$ cat config.mk
export PLATFORM = sky130hd
export DESIGN_NAME = shift_seq_ctrl
export DESIGN_NICKNAME = d
export VERILOG_FILES = /design/src/rtl/shift_seq_pkg.sv /design/src/rtl/mux_nbit.sv /design/src/rtl/shift_seq_ctrl.sv
export SDC_FILE = /design/constraint.sdc
export NUM_CORES = 1
export LEC_CHECK = 0
export CAP_MARGIN = 20
export CORE_UTILIZATION = 49
export DETAILED_ROUTE_END_ITERATION = 12
export PLACE_DENSITY = 0.8
export SETUP_SLACK_MARGIN = 0.4
export SYNTH_ARGS = -nofsm -noshare
export SYNTH_HDL_FRONTEND = slang
export SYNTH_SLANG_ARGS = --single-unit
export TNS_END_PERCENT = 100
$ cat constraint.sdc
create_clock -name clk -period 1.75 [get_ports clk]
set_input_delay 0.2625 -clock clk [delete_from_list [all_inputs] [get_ports clk]]
set_output_delay 0.2625 -clock clk [all_outputs]
set_load 0.02 [all_outputs]
$ cat src/rtl/shift_seq_pkg.sv
// Shared types for the sequential left-shift controller: FSM state encoding
// and the stage-counter width helper.
package shift_seq_pkg;

    typedef enum logic [1:0] {
        IDLE  = 2'd0,
        SHIFT = 2'd1,
        DONE  = 2'd2
    } state_t;

    // Counter must index stages 0..shift_width-1 and never collapse to zero bits.
    function automatic int stage_cnt_width(input int shift_width);
        return (shift_width > 1) ? $clog2(shift_width) : 1;
    endfunction

    localparam int DEFAULT_SHIFT_WIDTH     = 5;
    localparam int DEFAULT_STAGE_CNT_WIDTH = stage_cnt_width(DEFAULT_SHIFT_WIDTH);

endpackage

$ cat src/rtl/mux_nbit.sv
// N-bit 2:1 multiplexer: y = sel ? a : b.
module mux_nbit #(
    parameter int N = 32
) (
    input  logic [N-1:0] a,
    input  logic [N-1:0] b,
    input  logic         sel,
    output logic [N-1:0] y
);

    assign y = sel ? a : b;

endmodule

$ cat src/rtl/shift_seq_ctrl.sv
// Multi-cycle logarithmic left shifter: one power-of-two stage per SHIFT cycle.
// Optional macro SHIFT_SEQ_EARLY_EXIT_EN stops after the highest set amount bit.
module shift_seq_ctrl
    import shift_seq_pkg::*;
#(
    parameter int WIDTH       = 32,
    parameter int SHIFT_WIDTH = 5
) (
    input  logic                   clk,
    input  logic                   rst_n,
    input  logic                   in_valid,
    output logic                   in_ready,
    input  logic [WIDTH-1:0]       in_a,
    input  logic [SHIFT_WIDTH-1:0] in_b,
    output logic                   out_valid,
    input  logic                   out_ready,
    output logic [WIDTH-1:0]       out_y,
    output logic                   busy
);

    localparam int KW = stage_cnt_width(SHIFT_WIDTH);

    state_t                 state_reg;
    logic [WIDTH-1:0]       data_reg;
    logic [SHIFT_WIDTH-1:0] amount_reg;
    logic [KW-1:0]          k_reg;

    logic [WIDTH-1:0]       stage_shift [SHIFT_WIDTH];
    logic [WIDTH-1:0]       shifted;
    logic [WIDTH-1:0]       stage_y;
    logic                   last_stage;
    logic                   skip_shift;

    // Each stage shifts by a fixed 2**gi; shifts past the word simply give zero.
    generate
        for (genvar gi = 0; gi < SHIFT_WIDTH; gi++) begin : g_stage
            localparam longint SH = 64'd1 << gi;
            if (SH >= WIDTH) begin : g_zero
                assign stage_shift[gi] = '0;
            end else begin : g_shl
                assign stage_shift[gi] = data_reg << SH;
            end
        end
    endgenerate

    assign shifted = stage_shift[k_reg];

    mux_nbit #(
        .N (WIDTH)
    ) u_stage_mux (
        .a   (shifted),
        .b   (data_reg),
        .sel (amount_reg[k_reg]),
        .y   (stage_y)
    );

`ifdef SHIFT_SEQ_EARLY_EXIT_EN
    // Done once no amount bit above the current stage remains set.
    assign last_stage = (k_reg == KW'(SHIFT_WIDTH - 1)) ||
                        (((amount_reg >> k_reg) >> 1) == '0);
    assign skip_shift = (in_b == '0);
`else
    assign last_stage = (k_reg == KW'(SHIFT_WIDTH - 1));
    assign skip_shift = 1'b0;
`endif

    always_ff @(posedge clk) begin
        if (!rst_n) begin
            state_reg  <= IDLE;
            k_reg      <= '0;
            data_reg   <= '0;
            amount_reg <= '0;
        end else begin
            case (state_reg)
                IDLE: begin
                    if (in_valid) begin
                        data_reg   <= in_a;
                        amount_reg <= in_b;
                        k_reg      <= '0;
                        state_reg  <= skip_shift ? DONE : SHIFT;
                    end
                end
                SHIFT: begin
                    data_reg <= stage_y;
                    k_reg    <= k_reg + KW'(1);
                    if (last_stage) begin
                        state_reg <= DONE;
                    end
                end
                DONE: begin
                    if (out_ready) begin
                        state_reg <= IDLE;
                    end
                end
                default: state_reg <= IDLE;
            endcase
        end
    end

    assign in_ready  = (state_reg == IDLE);
    assign out_valid = (state_reg == DONE);
    assign busy      = !in_ready;
    assign out_y     = data_reg;

endmodule

==> results of run 1 <==
metal layers:
layer | GRT usage, % | part of all wire [%] | vias up | wire length [um]
met4 | 12.7 | 3.6 | 0 | 364
met1 | 38.1 | 40 | 1553 | 4030
met5 | 0 | 0 | - | 0
met3 | 5.86 | 8.9 | 43 | 891
li1 | - | - | 1455 | -
met2 | 47.0 | 47 | 217 | 4700
cells in the final DEF (no fill, tap or decap), drive strengths merged:
master | Yosys | final
nor2b | 4 | 4
mux2 | 7 | 7
o221ai | 21 | 21
dlygate4sd2 | 0 | 5
nor3 | 1 | 1
a222oi | 8 | 8
or2 | 4 | 4
clkbuf | 15 | 19
o21a | 2 | 2
mux2i | 65 | 65
clkdlybuf4s50 | 0 | 40
a2bb2oi | 10 | 10
o211a | 1 | 1
clkinv | 0 | 2
clkdlybuf4s15 | 0 | 16
ha | 2 | 2
a211oi | 9 | 9
o32ai | 5 | 5
nand2 | 30 | 30
o211ai | 12 | 12
and3 | 1 | 1
and2 | 2 | 3
nor2 | 20 | 20
nor4b | 1 | 1
a21boi | 3 | 3
a21oi | 10 | 10
a32oi | 1 | 1
a22oi | 2 | 2
a31oi | 1 | 1
nand3b | 1 | 1
nand2b | 3 | 3
o21ai | 16 | 16
dfxtp | 42 | 42
nand3 | 1 | 1
a221oi | 4 | 4
buf | 19 | 39
inv | 11 | 11
power by group through the flow:
stage	combinational [uW]	sequential, uW	clock (uW)
final	1140	1240	645
after global routing	1220	1250	677
after CTS	1080	1220	643
after detailed placement	1050	1240	0
after global placement	1030	1240	0
after floorplan	566	1280	0
worst paths after layout:
check,endpoint,cells after the start
worst min-delay path,out_y[31]$_SDFFE_PN0P_,2
worst max-delay path,out_y[22]$_SDFFE_PN0P_,6
worst min register to register,out_y[31]$_SDFFE_PN0P_,2
worst max register to register,out_y[22]$_SDFFE_PN0P_,6
worst max-delay path: cells and delay by family, from the launching register on:
kind | cells | cell delay [ns]
simple gates | 1 | 0.19
mux | 1 | 0.17
compound gates | 2 | 0.51
flops | 1 | 0.38
buf+inv | 2 | 0.29
final cells by class:
type | instances | area, um2 | area share [%]
Sequential cell | 42 | 880 | 20.6
Timing Repair Buffer | 113 | 1120 | 26.2
Inverter | 11 | 43.8 | 1.03
Clock buffer | 6 | 72.6 | 1.70
Clock inverter | 2 | 13.8 | 0.323
Multi-Input combinational cell | 248 | 2050 | 48.0
Tap cell | 72 | 90.1 | 2.11
stage by stage:
stage	area [um2]	utilization, %	instances	hold slack, ns
final	4260	75.6	494	0.463
after global routing	4260	75.6	494	0.489
after CTS	4090	72.5	484	0.466
after detailed placement	3840	68.0	468	0.458
after global placement	3840	68.0	468	0.449
after floorplan	2990	-	334	0.410
what timing repair did:
action | 4_1_cts | 5_1_grt
endpoints found under the setup margin | 73 | 69
gates cloned | 1 | 2
hold buffers | 0 | 0
setup buffers | 7 | 8
pin swaps | 13 | 7
gates resized for setup | 105 | 55
logic make-up after synthesis:
kind of cell,share of synthesized area [%]
AO/OA/AOI/OAI,28.0
buffers and inverters,7.09
AND/OR/NAND/NOR,10.5
multiplexers,24.9
flip-flops,28.7
adder cells (fa/ha/maj),0.854
==> reports/qor.csv, run 1 <==
metric;value;unit
outcome;finished, final reports clean;
rows;27;
portBuffers;75;
clock_tree_from_tritoncts;built;
setup.reg_to_reg.worst_slack;0.13;ns
number_of_global_route_vias_before_repair;2878;
cts.clk_slew.worst_paths;0.08;ns
critPathCaptureType;flip-flop;
yosysTopAreaCell;sky130_fd_sc_hd__dfxtp_1;
ys_dominant_reg_cell;sky130_fd_sc_hd__dfxtp_1;
grt_start_max_net_pins;43;
hold_start;out_y[31]$_SDFFE_PN0P_;
final.setup.tns;0;ns
ys.warnings.count;0;
synth-seq-area-share;28.7;%
global_route.usage.total;29.4;%
cts-root-to-sink-buffers;2;
holdCritPathClass;reg2reg;
max_reg_flops;32;
floorplan_die_height;79.3;um
total_power;3030;uW
critical_path_peak_fanout;9;
seqPwrFrac;41.0;%
worst_path_max_delay_cell;sky130_fd_sc_hd__dfxtp_4;
yosys.cell_count.top_type;sky130_fd_sc_hd__mux2i_1;
detail_route.drc_violations;0;
rsz0062_at_grt;yes;
placeableCoreArea;5640;um2
worst_ir_drop_vdd;0.472;mV
number_of_distinct_library_cells_after_synthesis;40;
post-synth-top-area-fraction;28.7;%
num-fill-cells;383;
net_count_of_the_mapped_netlist;377;
synth.area.top_cells;sky130_fd_sc_hd__dfxtp_1 (29%), sky130_fd_sc_hd__mux2i_1 (22%), sky130_fd_sc_hd__o221ai_1 (6.0%);
number_of_buffers_added_by_the_clock_tree_synthesis_step;5;
power_switching_share;37.3;%
post_route_cells_drive_above_1_share;31.5;%
routed_wl;9990;um
setup_viol;0;
gp_congestion;0.985;
worst_setup_path_startpoint;k_reg[1]$_SDFFE_PN0P_;
synth_async_sr_flop_share;0;%
die-width;79.3;um
detailed_placement_hpwl;6490;um
drt-wirelength-per-cell;20.2;um
final.setup_skew;0.0103;ns
clock_tree.htree_level_count;2;
final-max-slew-violation-count;0;
synth-edff-count;0;
netlist_instances;334;
timing.critical_path.cells;buf_12 -> inv_1 -> nand2_1 -> o32ai_2 -> o221ai_1 -> mux2i_1;
worst_slew_pin_slew;0.417;ns
yosys_register_bits;42;
syn_avg_cell_area;8.77;um2
boundaryPins;76;
diodes;0;
drtIter0Drc;493;
clkPwrFrac;21.3;%
p_leak;0.00159;uW
postRouteAntennaNets;0;
slew_headroom;72.2;%
timing.setup.critical_path_class;reg2reg;
grt_first_pass_wirelength;14200;um
cap_viol_max_count;0;
drt-pass1-iter-count;5;
start_kind;flip-flop;
vias_after_detailed_routing;3268;
netSwitchingPower;1130;uW
pre_cts_slack;0.0678;ns
hold_viol_final;0;
nNetsFinal;464;
cell_internal_pwr;1900;uW
reg_to_reg_critical_path_startpoint;k_reg[1]$_SDFFE_PN0P_;
yosys-top-cells-count;sky130_fd_sc_hd__mux2i_1 (65), sky130_fd_sc_hd__dfxtp_1 (42), sky130_fd_sc_hd__nand2_1 (29);
min_period;1.62;ns
share_comb_of_total_power;37.7;%
die-area;6290;um2
antenna_violations_before_repair;0;
area_delta_synth_final;45.5;%
vias_per_cell;6.62;
worstSkewPairLatency;0.31;ns
slowest_delay;0.38;ns
cp.required;1.98;ns
fmaxAchievable;615;MHz
clock_sinks;42;
initial_core_util;51.9;%
setup_ws;0.125;ns
cp.arrival;1.86;ns
grt_overflow_total;0;
netlist_area;2930;um2
power.density;712;nW/um2
cts-root-buf;sky130_fd_sc_hd__clkbuf_8;
timing.final.crit_share;92.8;%
(Power assumes the default switching activity.)
==> run 2: changes to the inputs <==
--- a/config.mk
+++ b/config.mk
@@ -6,9 +6,11 @@
 export NUM_CORES = 1
 export LEC_CHECK = 0
 export CAP_MARGIN = 20
-export CORE_UTILIZATION = 49
+export CELL_PAD_IN_SITES_DETAIL_PLACEMENT = 1
+export CELL_PAD_IN_SITES_GLOBAL_PLACEMENT = 1
+export CORE_UTILIZATION = 37
 export DETAILED_ROUTE_END_ITERATION = 12
-export PLACE_DENSITY = 0.8
+export PLACE_DENSITY_LB_ADDON = 0.1
 export SETUP_SLACK_MARGIN = 0.4
 export SYNTH_ARGS = -nofsm -noshare
 export SYNTH_HDL_FRONTEND = slang
==> run 2 against run 1 <==
Against the previous run:
- via count is 1.8% higher
- sequential share of layout area is 1.4 points lower
- clock skew is 0.0032 ns lower
- fmax is 1.5% higher
- largest cell class unchanged
- hold slack hardly changed
- register-to-register slack better by 0.02 ns
- design area is 7.7% higher
- critical endpoint is now out_y[28]$_SDFFE_PN0P_
==> reports/qor.csv, run 2 (same netlist as run 1, synthesis figures left out) <==
metric;value;unit
postRouteAntennaNets;0;
vias_after_detailed_routing;3328;
num-fill-cells;855;
min_period;1.60;ns
timing.final.crit_share;91.5;%
critical_path_peak_fanout;5;
reg_to_reg_critical_path_startpoint;k_reg[1]$_SDFFE_PN0P_;
netSwitchingPower;1240;uW
rows;32;
die-area;8280;um2
post_route_cells_drive_above_1_share;35.4;%
final.setup_skew;0.00713;ns
final_common_cell;sky130_fd_sc_hd__mux2i_1;
clock_tree_from_tritoncts;built;
clkPwrFrac;23.5;%
diodes;0;
initial_core_util;38.1;%
fmaxAchievable;625;MHz
final.setup.tns;0;ns
worst_ir_drop_vdd;0.569;mV
antenna_violations_before_repair;0;
worst_path_max_delay_cell;sky130_fd_sc_hd__dfxtp_4;
hold_path_cells;2;
nNetsFinal;480;
detail_route.drc_violations;0;
final-max-slew-violation-count;0;
seqPwrFrac;36.4;%
cap_viol_max_count;0;
clock_tree.htree_level_count;2;
max_reg_flops;32;
setup_viol;0;
portBuffers;75;
cp.arrival;1.85;ns
cts-root-to-sink-buffers;2;
share_comb_of_total_power;40.1;%
area_delta_synth_final;56.8;%
gp_congestion;0.837;
routed_wl;12800;um
power_switching_share;36.5;%
rsz0062_at_grt;yes;
grt_start_max_net_pins;43;
drt-wirelength-per-cell;23.7;um
number_of_buffers_added_by_the_clock_tree_synthesis_step;5;
layout_common_cells;sky130_fd_sc_hd__mux2i_1 (65), sky130_fd_sc_hd__clkdlybuf4s50_1 (40), sky130_fd_sc_hd__buf_4 (36), sky130_fd_sc_hd__nand2_1 (29), sky130_fd_sc_hd__dfxtp_1 (20);
timing.setup.critical_path_class;reg2reg;
vias_per_cell;6.16;
hold_end;out_y[31]$_SDFFE_PN0P_;
timing.rr.end;out_y[28]$_SDFFE_PN0P_;
hold_start;out_y[31]$_SDFFE_PN0P_;
timing.critical_path.cells;clkbuf_16 -> inv_1 -> nand2_1 -> o32ai_1 -> o221ai_1 -> mux2i_1;
worst_slew_pin_slew;0.432;ns
cts-root-buf;sky130_fd_sc_hd__clkbuf_8;
hold_viol_final;0;
power.density;740;nW/um2
placeableCoreArea;7690;um2
boundaryPins;76;
number_of_global_route_vias_before_repair;3356;
cts.clk_slew.worst_paths;0.08;ns
placement.cell_area;3960;um2
cp.required;1.99;ns
fin_util;59.7;%
setup.reg_to_reg.worst_slack;0.15;ns
grt_first_pass_wirelength;19200;um
outcome;finished, final reports clean;
holdCritPathClass;reg2reg;
drtIter0Drc;229;
slowest_delay;0.38;ns
clock_sinks;42;
detailed_placement_hpwl;7720;um
global_route.usage.total;30.1;%
layout.cell_area.non_filler;4590;um2
drt-pass1-iter-count;5;
die-width;91.0;um
setup_ws;0.149;ns
worstSkewPairLatency;0.31;ns
p_leak;0.00173;uW
cell_internal_pwr;2160;uW
cts_hold_buf;0;
grt_overflow_total;0;
slew_headroom;71.2;%
floorplan_die_height;91.0;um
pre_cts_slack;0.0754;ns
start_kind;flip-flop;
reg2reg_depth;6;
critPathCaptureType;flip-flop;
[run 2: how the worst max path moves through the flow]
stage               cells past startpoint                endpoint  slack (ns)             startpoint
floorplan                               7   out_y[1]$_SDFFE_PN0P_        0.25  k_reg[0]$_SDFFE_PN0P_
global placement                        5   out_y[2]$_SDFFE_PN0P_        0.07               in_valid
detailed placement                      6  out_y[29]$_SDFFE_PN0P_        0.08               in_valid
CTS                                     7   out_y[0]$_SDFFE_PN0P_        0.16  k_reg[0]$_SDFFE_PN0P_
global route                            6  out_y[19]$_SDFFE_PN0P_        0.07  k_reg[1]$_SDFFE_PN0P_
finish                                  6  out_y[28]$_SDFFE_PN0P_        0.15  k_reg[1]$_SDFFE_PN0P_
[run 2: layer usage]
| metal | track usage (%) | vias up | routed length, um |
|---|---|---|---|
| met1 | 38.9 | 1669 | 5530 |
| met4 | 13.0 | 0 | 422 |
| met3 | 5.19 | 32 | 689 |
| met2 | 49.1 | 137 | 6180 |
| li1 | - | 1490 | - |
| met5 | 0 | - | 0 |
[run 2: what timing repair did]
action,4_1_cts,5_1_grt
setup endpoints to repair,75,65
pin swaps,21,6
endpoints found under the hold margin,0,0
cloned,5,3
buffers inserted,13,3
resized for setup,125,48
[run 2: power by group through the flow]
stage / combinational, uW / sequential [uW] / clock, uW
after global placement: 1110 / 1230 / 0
after CTS: 1260 / 1220 / 797
final: 1360 / 1240 / 797
after global routing: 1440 / 1240 / 832
after detailed placement: 1140 / 1230 / 0
after floorplan: 566 / 1280 / 0
[run 2: stage by stage]
stage                     cells  hold WS, ns  power, uW
after global routing        540        0.483       3520
after detailed placement    508        0.462       2370
after floorplan             334        0.410       1840
after CTS                   534        0.471       3280
after global placement      508        0.444       2340
final                       540        0.464       3400
[run 2: final cells by class]
type / instances / area, um2 / share of cell area (%)
multi-input cells: 248 / 2090 / 45.5
flip-flops and latches: 42 / 883 / 19.2
repair buffers: 129 / 1340 / 29.2
clock inverters: 1 / 30.0 / 0.654
well taps: 102 / 128 / 2.78
clock buffers: 7 / 76.3 / 1.66
inverters: 11 / 43.8 / 0.954
[run 2: critical path: cells and delay by family, from the launching register on]
kind	cells	cell delay, ns
mux	1	0.14
compound gates	2	0.52
simple gates	1	0.19
buf+inv	2	0.31
flops	1	0.38
